[config.mk]
export PLATFORM = sky130hd
export DESIGN_NAME = alu_risc_pipe_flat
export DESIGN_NICKNAME = d
export VERILOG_FILES = /design/src/rtl/risc_pkg.sv /design/src/rtl/alu_risc_pipe_if.sv /design/src/rtl/alu_risc_mul_iter.sv /design/src/rtl/alu_risc_pipe.sv /design/src/flat_wrapper.sv
export SDC_FILE = /design/constraint.sdc
export NUM_CORES = 1
export LEC_CHECK = 0
export CORE_MARGIN = 2
export CORE_UTILIZATION = 50
export CTS_CLUSTER_DIAMETER = 30
export CTS_CLUSTER_SIZE = 40
export DETAILED_ROUTE_END_ITERATION = 16
export HOLD_SLACK_MARGIN = 0.1
export PLACE_DENSITY_LB_ADDON = 0.15
export SLEW_MARGIN = 0
export SYNTH_ARGS = -nofsm -noshare
export SYNTH_HDL_FRONTEND = slang
export SYNTH_SLANG_ARGS = --single-unit
export TNS_END_PERCENT = 5
[constraint.sdc]
create_clock -name clk -period 2.76 [get_ports clk]
set_input_delay 0.552 -clock clk [delete_from_list [all_inputs] [get_ports clk]]
set_output_delay 0.552 -clock clk [all_outputs]
set_load 0.02 [all_outputs]
[src/rtl/risc_pkg.sv]
// -----------------------------------------------------------------------------
// risc_pkg
// Shared definitions for the RISC-SPM pipelined ALU:
//   - opcode encodings (NOP .. MUL, including the controller-only RD/WR/BR/BRZ
//     codes that the ALU treats as NOP)
//   - handshake FSM state encoding (IDLE, MUL_BUSY, HOLD)
//   - flag bundle ordering {zero, carry, neg, ovf}
// -----------------------------------------------------------------------------
package risc_pkg;

    localparam logic [3:0] OP_NOP = 4'd0;
    localparam logic [3:0] OP_ADD = 4'd1;
    localparam logic [3:0] OP_SUB = 4'd2;
    localparam logic [3:0] OP_AND = 4'd3;
    localparam logic [3:0] OP_NOT = 4'd4;
    localparam logic [3:0] OP_RD  = 4'd5;
    localparam logic [3:0] OP_WR  = 4'd6;
    localparam logic [3:0] OP_BR  = 4'd7;
    localparam logic [3:0] OP_BRZ = 4'd8;
    localparam logic [3:0] OP_OR  = 4'd9;
    localparam logic [3:0] OP_XOR = 4'd10;
    localparam logic [3:0] OP_SHL = 4'd11;
    localparam logic [3:0] OP_SHR = 4'd12;
    localparam logic [3:0] OP_MUL = 4'd13;

    typedef enum logic [1:0] {
        IDLE     = 2'd0,
        MUL_BUSY = 2'd1,
        HOLD     = 2'd2
    } alu_state_e;

    // Flag bundle, MSB first: zero, carry, neg, ovf.
    typedef struct packed {
        logic zero;
        logic carry;
        logic neg;
        logic ovf;
    } alu_flags_t;

    function automatic logic is_mul(input logic [3:0] op);
        return op == OP_MUL;
    endfunction

endpackage

[src/rtl/alu_risc_pipe_if.sv]
// -----------------------------------------------------------------------------
// alu_risc_pipe_if
// Operand / result bus of the pipelined ALU.
//
// Handshake rules (both sides): a transfer happens on a rising clock edge where
// valid && ready are both high. A producer holding valid high keeps its payload
// stable until the transfer; valid never drops without a transfer, except via
// abort or reset. ready may depend combinationally on the other side's ready.
//
//   master (controller): in_valid, select, data_1, data_2, abort, out_ready
//   slave  (ALU)       : in_ready, out_valid, alu_out, flags, dbg_state
// -----------------------------------------------------------------------------
interface alu_risc_pipe_if #(
    parameter int DATAWIDTH   = 8,
    parameter int opcode_size = 4
);
    import risc_pkg::*;

    logic                   in_valid;
    logic                   in_ready;
    logic [opcode_size-1:0] select;
    logic [DATAWIDTH-1:0]   data_1;
    logic [DATAWIDTH-1:0]   data_2;
    logic                   abort;
    logic                   out_valid;
    logic                   out_ready;
    logic [DATAWIDTH-1:0]   alu_out;
    logic                   alu_zero_flag;
    logic                   alu_carry_flag;
    logic                   alu_neg_flag;
    logic                   alu_ovf_flag;
    alu_state_e             dbg_state;

    modport master (
        output in_valid, select, data_1, data_2, abort, out_ready,
        input  in_ready, out_valid, alu_out, alu_zero_flag, alu_carry_flag,
               alu_neg_flag, alu_ovf_flag, dbg_state
    );

    modport slave (
        input  in_valid, select, data_1, data_2, abort, out_ready,
        output in_ready, out_valid, alu_out, alu_zero_flag, alu_carry_flag,
               alu_neg_flag, alu_ovf_flag, dbg_state
    );

endinterface

[src/rtl/alu_risc_mul_iter.sv]
// -----------------------------------------------------------------------------
// alu_risc_mul_iter
// Iterative shift-add unsigned multiplier. The operands are captured on start
// and bit 0 of B is folded in immediately, so the remaining DATAWIDTH-1 bits
// take one cycle each; done is high for exactly one cycle, DATAWIDTH-1 cycles
// after the start edge, so the consumer registers the product on the
// DATAWIDTH-th edge after start.
//
// Ports:
//   clk, rst_n  clock / asynchronous active-low reset
//   clear_i     synchronous clear, discards any multiply in progress
//   start_i     capture a_i/b_i and begin
//   a_i, b_i    operands (DATAWIDTH)
//   done_o      product_o is final this cycle
//   product_o   full 2*DATAWIDTH-bit product
// -----------------------------------------------------------------------------
module alu_risc_mul_iter #(
    parameter int DATAWIDTH = 8
) (
    input  logic                     clk,
    input  logic                     rst_n,
    input  logic                     clear_i,
    input  logic                     start_i,
    input  logic [DATAWIDTH-1:0]     a_i,
    input  logic [DATAWIDTH-1:0]     b_i,
    output logic                     done_o,
    output logic [2*DATAWIDTH-1:0]   product_o
);
    localparam int              CW       = $clog2(DATAWIDTH + 1);
    localparam logic [CW-1:0]   CNT_LAST = CW'(DATAWIDTH);

    logic                     busy_q,   busy_d;
    logic [CW-1:0]            cnt_q,    cnt_d;
    logic [2*DATAWIDTH-1:0]   acc_q,    acc_d;
    logic [2*DATAWIDTH-1:0]   mcand_q,  mcand_d;
    logic [DATAWIDTH-1:0]     mplier_q, mplier_d;

    always_comb begin
        busy_d   = busy_q;
        cnt_d    = cnt_q;
        acc_d    = acc_q;
        mcand_d  = mcand_q;
        mplier_d = mplier_q;
        if (clear_i) begin
            busy_d   = 1'b0;
            cnt_d    = '0;
            acc_d    = '0;
            mcand_d  = '0;
            mplier_d = '0;
        end else if (start_i) begin
            // Bit 0 of B is consumed at capture time.
            busy_d   = 1'b1;
            cnt_d    = CW'(1);
            acc_d    = b_i[0] ? {{DATAWIDTH{1'b0}}, a_i} : '0;
            mcand_d  = {{DATAWIDTH{1'b0}}, a_i} << 1;
            mplier_d = b_i >> 1;
        end else if (busy_q) begin
            if (cnt_q == CNT_LAST) begin
                // Product consumed this cycle; go idle.
                busy_d = 1'b0;
                cnt_d  = '0;
            end else begin
                if (mplier_q[0]) begin
                    acc_d = acc_q + mcand_q;
                end
                mcand_d  = mcand_q << 1;
                mplier_d = mplier_q >> 1;
                cnt_d    = cnt_q + CW'(1);
            end
        end
    end

    always_ff @(posedge clk or negedge rst_n) begin
        if (!rst_n) begin
            busy_q   <= 1'b0;
            cnt_q    <= '0;
            acc_q    <= '0;
            mcand_q  <= '0;
            mplier_q <= '0;
        end else begin
            busy_q   <= busy_d;
            cnt_q    <= cnt_d;
            acc_q    <= acc_d;
            mcand_q  <= mcand_d;
            mplier_q <= mplier_d;
        end
    end

    assign done_o    = busy_q && (cnt_q == CNT_LAST);
    assign product_o = acc_q;

endmodule

[src/rtl/alu_risc_pipe.sv]
// -----------------------------------------------------------------------------
// alu_risc_pipe
// Registered, handshaked ALU for the RISC-SPM datapath. Single-cycle ops
// (ADD SUB AND NOT OR XOR SHL SHR, NOP-like codes) are computed combinationally
// from the bus and registered on accept; MUL runs on alu_risc_mul_iter.
//
// Ports:
//   clk    clock, rising edge
//   rst_n  asynchronous active-low reset
//   bus    alu_risc_pipe_if.slave: in_valid/in_ready, select, data_1, data_2,
//          abort, out_valid/out_ready, alu_out, four flags, dbg_state
//
// State meaning: IDLE = free, possibly presenting a fresh result; MUL_BUSY =
// multiply in progress; HOLD = a result is being held under back-pressure.
// in_ready is (not MUL_BUSY) && (no result pending || it drains this cycle),
// which gives full throughput and drain+accept in the same cycle.
// -----------------------------------------------------------------------------
module alu_risc_pipe #(
    parameter int DATAWIDTH   = 8,
    parameter int opcode_size = 4,
    parameter int SHW         = $clog2(DATAWIDTH)
) (
    input  logic             clk,
    input  logic             rst_n,
    alu_risc_pipe_if.slave   bus
);
    import risc_pkg::*;

    localparam int MSB = DATAWIDTH - 1;

    alu_state_e               state_q;
    logic                     out_valid_q;
    logic [DATAWIDTH-1:0]     alu_out_q;
    alu_flags_t               flags_q;

    logic [3:0]               op;
    logic [SHW-1:0]           shamt;
    logic [DATAWIDTH:0]       sum_w, diff_w, shl_w;
    logic [DATAWIDTH-1:0]     res_d;
    alu_flags_t               flags_d;
    logic                     in_ready_w, accept, mul_start, mul_done;
    logic [2*DATAWIDTH-1:0]   mul_product;
    logic [DATAWIDTH-1:0]     mul_res_d;
    alu_flags_t               mul_flags_d;

    assign op     = 4'(bus.select);
    assign shamt  = bus.data_2[SHW-1:0];
    assign sum_w  = {1'b0, bus.data_1} + {1'b0, bus.data_2};
    assign diff_w = {1'b0, bus.data_1} - {1'b0, bus.data_2};
    // Bit DATAWIDTH of the widened shift is the last bit shifted out
    // (zero when the amount is zero).
    assign shl_w  = {1'b0, bus.data_1} << shamt;

    // Single-cycle result and flags.
    always_comb begin
        res_d         = '0;
        flags_d       = '0;
        case (op)
            OP_ADD: begin
                res_d         = sum_w[MSB:0];
                flags_d.carry = sum_w[DATAWIDTH];
                flags_d.ovf   = (bus.data_1[MSB] == bus.data_2[MSB]) &&
                                (res_d[MSB] != bus.data_1[MSB]);
            end
            OP_SUB: begin
                res_d         = diff_w[MSB:0];
                flags_d.carry = diff_w[DATAWIDTH];
                flags_d.ovf   = (bus.data_1[MSB] != bus.data_2[MSB]) &&
                                (res_d[MSB] != bus.data_1[MSB]);
            end
            OP_AND: res_d = bus.data_1 & bus.data_2;
            OP_NOT: res_d = ~bus.data_1;
            OP_OR:  res_d = bus.data_1 | bus.data_2;
            OP_XOR: res_d = bus.data_1 ^ bus.data_2;
            OP_SHL: begin
                res_d         = shl_w[MSB:0];
                flags_d.carry = shl_w[DATAWIDTH];
            end
            OP_SHR: res_d = bus.data_1 >> shamt;
            OP_NOP, OP_RD, OP_WR, OP_BR, OP_BRZ: res_d = '0;
            default: res_d = '0;
        endcase
        flags_d.zero = (res_d == '0);
        flags_d.neg  = res_d[MSB];
    end

    // Multiply result: low half, carry when the high half is nonzero.
    always_comb begin
        mul_res_d         = mul_product[MSB:0];
        mul_flags_d       = '0;
        mul_flags_d.zero  = (mul_res_d == '0);
        mul_flags_d.carry = |mul_product[2*DATAWIDTH-1:DATAWIDTH];
        mul_flags_d.neg   = mul_res_d[MSB];
    end

    assign in_ready_w = (state_q != MUL_BUSY) && (!out_valid_q || bus.out_ready);
    assign accept     = bus.in_valid && in_ready_w;
    assign mul_start  = accept && is_mul(op) && !bus.abort;

    alu_risc_mul_iter #(
        .DATAWIDTH (DATAWIDTH)
    ) u_mul (
        .clk       (clk),
        .rst_n     (rst_n),
        .clear_i   (bus.abort),
        .start_i   (mul_start),
        .a_i       (bus.data_1),
        .b_i       (bus.data_2),
        .done_o    (mul_done),
        .product_o (mul_product)
    );

    // Handshake FSM with registered outputs. abort outranks everything.
    always_ff @(posedge clk or negedge rst_n) begin
        if (!rst_n) begin
            state_q     <= IDLE;
            out_valid_q <= 1'b0;
            alu_out_q   <= '0;
            flags_q     <= '0;
        end else if (bus.abort) begin
            state_q     <= IDLE;
            out_valid_q <= 1'b0;
        end else begin
            case (state_q)
                MUL_BUSY: begin
                    if (mul_done) begin
                        alu_out_q   <= mul_res_d;
                        flags_q     <= mul_flags_d;
                        out_valid_q <= 1'b1;
                        state_q     <= IDLE;
                    end
                end
                default: begin
                    if (accept) begin
                        // Any pending result drains on this same edge.
                        if (is_mul(op)) begin
                            out_valid_q <= 1'b0;
                            state_q     <= MUL_BUSY;
                        end else begin
                            alu_out_q   <= res_d;
                            flags_q     <= flags_d;
                            out_valid_q <= 1'b1;
                            state_q     <= IDLE;
                        end
                    end else if (out_valid_q && bus.out_ready) begin
                        out_valid_q <= 1'b0;
                        state_q     <= IDLE;
                    end else if (out_valid_q) begin
                        state_q     <= HOLD;
                    end
                end
            endcase
        end
    end

    assign bus.in_ready       = in_ready_w;
    assign bus.out_valid      = out_valid_q;
    assign bus.alu_out        = alu_out_q;
    assign bus.alu_zero_flag  = flags_q.zero;
    assign bus.alu_carry_flag = flags_q.carry;
    assign bus.alu_neg_flag   = flags_q.neg;
    assign bus.alu_ovf_flag   = flags_q.ovf;
    assign bus.dbg_state      = state_q;

endmodule

[src/flat_wrapper.sv]
// flat-port wrapper written by rule: the top's interface ports become plain ports
module alu_risc_pipe_flat import risc_pkg::*;
#(
    parameter int DATAWIDTH   = 8,
    parameter int opcode_size = 4,
    parameter int SHW         = $clog2(DATAWIDTH)
)
  (clk, rst_n, bus_in_valid, bus_select, bus_data_1, bus_data_2, bus_abort, bus_out_ready, bus_in_ready, bus_out_valid, bus_alu_out, bus_alu_zero_flag, bus_alu_carry_flag, bus_alu_neg_flag, bus_alu_ovf_flag, bus_dbg_state);
  alu_risc_pipe_if #(.DATAWIDTH(DATAWIDTH), .opcode_size(opcode_size)) bus_i ();
  input  logic clk;
  input  logic rst_n;
  input wire logic [$bits(bus_i.in_valid)-1:0] bus_in_valid;
  input wire logic [$bits(bus_i.select)-1:0] bus_select;
  input wire logic [$bits(bus_i.data_1)-1:0] bus_data_1;
  input wire logic [$bits(bus_i.data_2)-1:0] bus_data_2;
  input wire logic [$bits(bus_i.abort)-1:0] bus_abort;
  input wire logic [$bits(bus_i.out_ready)-1:0] bus_out_ready;
  output wire logic [$bits(bus_i.in_ready)-1:0] bus_in_ready;
  output wire logic [$bits(bus_i.out_valid)-1:0] bus_out_valid;
  output wire logic [$bits(bus_i.alu_out)-1:0] bus_alu_out;
  output wire logic [$bits(bus_i.alu_zero_flag)-1:0] bus_alu_zero_flag;
  output wire logic [$bits(bus_i.alu_carry_flag)-1:0] bus_alu_carry_flag;
  output wire logic [$bits(bus_i.alu_neg_flag)-1:0] bus_alu_neg_flag;
  output wire logic [$bits(bus_i.alu_ovf_flag)-1:0] bus_alu_ovf_flag;
  output wire logic [$bits(bus_i.dbg_state)-1:0] bus_dbg_state;
  assign bus_i.in_valid = bus_in_valid;
  assign bus_i.select = bus_select;
  assign bus_i.data_1 = bus_data_1;
  assign bus_i.data_2 = bus_data_2;
  assign bus_i.abort = bus_abort;
  assign bus_i.out_ready = bus_out_ready;
  assign bus_in_ready = bus_i.in_ready;
  assign bus_out_valid = bus_i.out_valid;
  assign bus_alu_out = bus_i.alu_out;
  assign bus_alu_zero_flag = bus_i.alu_zero_flag;
  assign bus_alu_carry_flag = bus_i.alu_carry_flag;
  assign bus_alu_neg_flag = bus_i.alu_neg_flag;
  assign bus_alu_ovf_flag = bus_i.alu_ovf_flag;
  assign bus_dbg_state = bus_i.dbg_state;
  alu_risc_pipe #(.DATAWIDTH(DATAWIDTH), .opcode_size(opcode_size), .SHW(SHW)) u_core (.clk(clk), .rst_n(rst_n), .bus(bus_i));
endmodule
==> reports/metrics.cfg, run 1 <==
[setup_path]
startpoint_type=input pin
r2r_cells=9
required_ns=3.00
cp-end-kind=flop
path_class=in -> reg
crit_fanout=7
arrival_ns=2.96

[yosys]
syn-instance-count=636
syn_area_um2=5210
synth_seq_cells=57
ys_seq_area_share_pct=27.38
async_reset_ff_share_pct=100.0
synthFlopType=dfrtp_1
syn-num-nets=705
avgSynthCellArea_um2=8.192
synth_edf_count=0
yosysUniqueCellTypes=75
yosys_warnings=0

[pwr]
seq_power_share_pct=37.1
power.internal_mw=1.596
clkPwrFrac_pct=28.2
ir_drop_v=0.0002864
pwr_density_cell_nw_per_um2=347.1
total_power_mw=2.432
p_sw_share_pct=34.37
p_leak_nw=3.220
switchingPower_uw=835.7
p_comb_share_pct=34.7

[routing]
top_layer_used=met4
drt_drc_violations_left=0
route.met3.wl_um=2195
first_pass_iters=5
ant_nets=0
first_iter_violations=604
route.met2.wl_um=7497
wl_um=18140
via_per_inst=5.991
vias=5560
m1WireLength_um=8299
wire_per_inst_um=19.55

[sta]
grt_setup_unrepaired=yes
finClkSkew_ns=0.008843
worstMarginPinSlew_ns=0.6856
min_period_over_period_pct=98.46
setup_viol=0
setup-tns-final_ns=0
whs_ns=0.1597
period_minus_slack_ns=2.718
final_max_slew_viol_count=0
hold_violations=0
relSlewSlack_pct=53.70
clock.fmax_mhz=368.0

[global_routing]
grt_pass1_wl_um=28260
overflow=0
grt_util_all_layers_pct=32.86
first_global_vias=5170
grt_max_degree=37
antenna_found_initial=0

[clock_tree]
htreeDepth=3
numCtsBuffers=9
cts_sinks=57
root_buffer=clkbuf_8
insertion_delay_ns=0.35
clockBufferDepth=2
cts_tree=done
cts.clk_slew.worst_paths_ns=0.07

[cells_and_area]
area_delta_synth_final_pct=34.46
layout-drive-gt1-share_pct=27.53
final_cell_mix=buf_4, nand2_1, dfrtp_1
stdcell_area_um2=7005
diodes=0
nets=856
fin_cells=928
final_common_cell=buf_4

[floorplanning]
die_h_um=106.1
rows=37
die_w_um=106.1
start_util_pct=50.92
num_io_pins=41
core_area_um2=10230
dieArea_um2=11250

[place]
io_buffers=40
place_inst=899
routabilityCongestion=1.068
dp_hpwl_um=14050
place_area_um2=6584

[min_path]
min_path_type=in -> async

[status]
status=finished clean

[flow_run]
max_cap_viol_count=0

[cell usage after synthesis, types with 3 or more instances]
cell | n | share of area (%)
mux4_1 | 3 | 1.5
o2bb2ai_1 | 6 | 1.0
a22oi_1 | 6 | 0.86
inv_1 | 28 | 2.0
a311oi_1 | 13 | 2.2
o22ai_1 | 5 | 0.60
mux4_2 | 3 | 1.3
nor3_1 | 17 | 1.6
nand2_1 | 96 | 6.9
nand3_1 | 16 | 1.5
o211ai_1 | 5 | 0.72
buf_4 | 6 | 0.86
dfrtp_1 | 57 | 27
nand3b_1 | 4 | 0.58
a21o_1 | 8 | 1.2
nand2b_1 | 13 | 1.6
fa_1 | 3 | 1.2
or3_1 | 6 | 0.72
a31o_2 | 3 | 0.50
xor2_1 | 3 | 0.50
clkbuf_1 | 22 | 1.6
a211oi_1 | 10 | 1.4
and3_1 | 5 | 0.60
or4_1 | 3 | 0.43
xnor2_1 | 12 | 2.0
a31oi_1 | 3 | 0.36
ha_1 | 41 | 9.8
buf_2 | 11 | 1.1
o21bai_1 | 3 | 0.43
and2_1 | 3 | 0.36
nor4_1 | 4 | 0.48
nor2b_1 | 9 | 1.1
mux2i_1 | 19 | 3.7
o21ai_0 | 36 | 3.5
a21oi_1 | 53 | 5.1
o31ai_1 | 4 | 0.58
nor2_1 | 42 | 3.0
[path summary, 6_finish.rpt]
| path | slack (ns) | startpoint | endpoint |
|---|---|---|---|
| setup / recovery | 0.04 | bus_data_1[3] | u_core.bus.alu_zero_flag$_DFFE_PN0P_ |
| hold / removal | 0.16 | rst_n | u_core.u_mul.cnt_q[3]$_DFFE_PN0P_ |
| min in group clk | 0.48 | u_core.bus.alu_out[1]$_DFFE_PN0P_ | u_core.bus.alu_out[1]$_DFFE_PN0P_ |
| setup reg to reg | 0.15 | u_core.u_mul.product_o[1]$_DFFE_PN0P_ | u_core.u_mul.product_o[15]$_DFFE_PN0P_ |
| hold reg to reg | 0.48 | u_core.bus.alu_out[1]$_DFFE_PN0P_ | u_core.bus.alu_out[1]$_DFFE_PN0P_ |
| max in group asynchronous | 1.74 | rst_n | u_core.u_mul.mcand_q[7]$_DFFE_PN0P_ |
[power by group through the flow]
stage	clock network, mW	registers (mW)	logic [mW]
2_1_floorplan	0	0.942	0.353
3_3_place_gp	0	0.915	0.769
3_5_place_dp	0	0.916	0.772
4_1_cts	0.693	0.900	0.804
5_1_grt	0.730	0.905	0.901
6_report	0.687	0.901	0.844
[layer usage]
metal	GRT usage (%)	vias to the layer above
li1	-	2633
met1	50.00	2650
met2	45.16	261
met3	11.34	16
met4	5.733	0
met5	0	-
[area by class of cell]
cell class              instances  area [µm²]
clock buffers                   9       123.9
clock inverters                 7       47.55
fillers                       875        3226
inverters                      29       113.9
multi-input cells             507        3620
flip-flops and latches         57        1426
well taps                     136       170.2
repair buffers                183        1504
[state kept, by name (all words and copies together) (netlist names)]
register and count:
u_core.u_mul.mplier_q 7, u_core.bus.alu_out 8, u_core.bus.dbg_state 2, u_core.u_mul.mcand_q 15, u_core.u_mul.product_o 16, u_core.bus.alu_ovf_flag 1
u_core.u_mul.busy_q 1, u_core.u_mul.cnt_q 4, u_core.bus.alu_carry_flag 1, u_core.bus.out_valid 1, u_core.bus.alu_zero_flag 1
[worst max-delay path, stage by stage]
cell and delay (ns):
dlygate4sd2_1 0.26, buf_6 0.14, buf_4 0.16, mux4_2 0.46, or2_0 0.23, o31ai_2 0.07
o211ai_1 0.20, or4_4 0.54, o41ai_2 0.34
[logic make-up (layout without fill, tap and decap cells)]
family | Yosys count | count (layout) | share of synthesized area (%)
and+or+nand+nor | 232 | 232 | 21.30
xor gates and xnor gates | 15 | 15 | 2.522
muxes | 27 | 27 | 6.892
buffers and inverters | 72 | 228 | 6.172
AOI/OAI and AO/OA | 189 | 189 | 24.74
adders and majority gates | 44 | 44 | 11.00
DFF | 57 | 57 | 27.38
[stage by stage]
step	worst slack [ns]	util [%]
floorplan	-0.2062	-
global placement	-0.6262	64.35
detailed placement	-0.6921	64.35
CTS	-0.02216	67.51
global route	-0.01434	68.47
finish	0.04244	68.47
[repair_timing]
item | CTS | global route
resized for setup | 57 | 14
setup endpoints to repair | 8 | 4
buffers inserted | 7 | 7
hold buffers | 0 | 0
pin swaps | 22 | 10
(Power assumes the default switching activity.)
==> run 2, diff against run 1 <==
- CAP_MARGIN: default -> 20
==> results of run 2 <==
Same layout as run 1: the final DEF is identical, and so are final timing and power.
==> run 3, diff against run 2 <==
- CAP_MARGIN: 20 -> 5
- CORE_MARGIN: 2 -> 5
- SETUP_SLACK_MARGIN: default -> 0.15
==> reports/metrics.cfg, run 3 (synthesis gave the netlist of run 1 again) <==
[min_path]
holdPathStages=2
min_to=u_core.bus.alu_out[2]$_DFFE_PN0P_
worstHoldStart=u_core.bus.alu_out[2]$_DFFE_PN0P_
min_path_type=reg -> reg

[setup_path]
cp_top_family=compound AO/OA/AOI/OAI gates
reg2reg_from=u_core.u_mul.product_o[1]$_DFFE_PN0P_
cp-end-kind=flop
r2r_cells=9  ; unchanged
crit_fanout=2  ; -5
critPathSlowestCell=or4_4
path_buf_inv=3  ; unchanged
cp_slowest_stage_delay_ns=0.54  ; about the same
arrival_ns=2.90  ; -0.06 ns
rrSetupSlack_ns=0.19  ; +0.04 ns
required_ns=3.01  ; about the same
rr_endpoint=u_core.u_mul.product_o[15]$_DFFE_PN0P_
cp_cell_sequence=clkdlybuf4s50_1 > inv_1 > buf_4 > ha_1 > o2bb2ai_1 > a2bb2oi_1 > o211ai_1 > or4_4 > o41ai_2
path_class=in -> reg
startpoint_type=input pin

[place]
place_inst=900  ; +0.11%
routabilityCongestion=0.9397  ; -12%
place_ws_ns=-0.7358  ; -0.04370 ns
dp_hpwl_um=13900  ; -1.0%
place_area_um2=6591  ; +0.11%
io_buffers=40  ; unchanged

[clock_tree]
clockBufferDepth=2  ; unchanged
numCtsBuffers=9  ; unchanged
insertion_delay_ns=0.35  ; about the same
cts_sinks=57  ; unchanged
htreeDepth=3  ; unchanged
cts.clk_slew.worst_paths_ns=0.08  ; about the same
cts_tree=done
root_buffer=clkbuf_8

[routing]
wl_um=18020  ; -0.69%
vias=5612  ; +0.94%
via_per_inst=6.002  ; +0.18%
drt_drc_violations_left=0  ; unchanged
first_iter_violations=543  ; -10%
ant_nets=0  ; unchanged
wire_per_inst_um=19.27  ; -1.4%
first_pass_iters=5  ; unchanged

[cells_and_area]
final_common_cell=buf_4
fin_cells=935  ; +0.75%
stdcell_area_um2=7149  ; +2.1%
largest_reg_flops=16  ; unchanged
nets=863  ; +0.82%
final_cell_mix=buf_4, nand2_1, dfrtp_1
area_delta_synth_final_pct=37.22
diodes=0  ; unchanged
fillers=860  ; -1.7%
layout-drive-gt1-share_pct=29.04  ; +1.5 points

[sta]
relSlewSlack_pct=57.99  ; +4.3 points
clock.fmax_mhz=378.0  ; +2.7%
grt_setup_unrepaired=yes
setup_viol=0  ; unchanged
finClkSkew_ns=0.01176  ; +0.002918 ns
period_minus_slack_ns=2.646  ; -0.07198 ns
hold_violations=0  ; unchanged
setup_ws_ns=0.1144  ; +0.07198 ns
worstMarginPinSlew_ns=0.6243  ; -0.06122 ns
final_max_slew_viol_count=0  ; unchanged
min_period_over_period_pct=95.85  ; -2.6 points

[pwr]
ir_drop_v=0.0003978  ; +39%
total_power_mw=2.665  ; +9.6%
p_leak_nw=3.255  ; +1.1%
pwr_density_cell_nw_per_um2=372.8  ; +7.4%

[global_routing]
grt_max_degree=30  ; -19%
overflow=0  ; unchanged
antenna_found_initial=0  ; unchanged
grt_pass1_wl_um=28420  ; +0.59%
grt_util_all_layers_pct=28.18  ; -4.7 points
first_global_vias=5280  ; +2.1%

[flow_run]
max_cap_viol_count=0  ; unchanged

[floorplanning]
die_w_um=112.1  ; +5.7%
num_io_pins=41  ; unchanged
start_util_pct=50.92  ; unchanged
dieArea_um2=12560  ; +12%
core_area_um2=10230  ; unchanged
die_h_um=112.1  ; +5.7%
rows=37  ; unchanged

[status]
status=finished clean

[run 3: changes by cell type in the layout (fill, tap and decap cells not counted), moves of 3 or more]
cell	change
buf_4	+7
ha_1	-5
clkbuf_2	+4
clkinv_2	-3
ha_4	+3
[run 3: metal layers]
layer,track usage [%],wire (µm)
met1,41.96,8348
met2,42.95,8054
met3,4.906,1351
met4,6.250,262
met5,0,0
[run 3: worst register-to-register path: cells and delay by family, from the launching register on]
kind | cells | cell delay [ns]
AOI/OAI and AO/OA | 4 | 0.80
adders and majority gates | 2 | 0.69
DFF | 1 | 0.45
muxes | 1 | 0.16
and+or+nand+nor | 2 | 0.44
[run 3: how the worst max path moves through the flow]
stage,start,end,slack (ns),cells after the start
CTS,bus_data_2[1],u_core.bus.alu_zero_flag$_DFFE_PN0P_,0.05,11
global route,bus_data_2[1],u_core.bus.alu_zero_flag$_DFFE_PN0P_,0.08,11
global placement,bus_data_1[0],u_core.bus.alu_zero_flag$_DFFE_PN0P_,-0.71,10
finish,bus_data_1[7],u_core.bus.alu_zero_flag$_DFFE_PN0P_,0.11,9
floorplan,bus_data_2[1],u_core.bus.alu_zero_flag$_DFFE_PN0P_,-0.21,11
detailed placement,bus_data_2[0],u_core.bus.alu_zero_flag$_DFFE_PN0P_,-0.74,11
[run 3: per-stage QoR]
step                      hold WS (ns)  util (%)  setup TNS (ns)
after CTS                       0.4889     68.99               0
final                           0.4840     69.88               0
after detailed placement        0.3905     64.42          -7.320
after floorplan                 0.2564         -         -0.2807
after global placement          0.3853     64.42          -5.839
after global routing            0.5308     69.88               0
[run 3: layout make-up]
class / instances / area [µm²] / share of cell area (%)
clock buffer: 9 / 123.9 / 1.733
clock inverter: 7 / 102.6 / 1.435
inverter: 29 / 113.9 / 1.593
multi-input combinational: 507 / 3664 / 51.24
sequential: 57 / 1426 / 19.95
tap: 136 / 170.2 / 2.380
timing repair buffer: 190 / 1549 / 21.67
[run 3: power breakdown]
group,leakage [nW],switching [mW],internal [mW],total [mW]
combinational,2.36,0.434,0.422,0.855
sequential,0.783,0.0280,0.870,0.898
clock,0.110,0.396,0.516,0.912
total,3.25,0.858,1.81,2.67
[run 3: repair_timing]
action,CTS,global route
pin swaps,21,16
hold endpoints to repair,5,0
buffers inserted,12,6
setup endpoints to repair,10,5
hold buffers,1,0
gates resized for setup,67,26
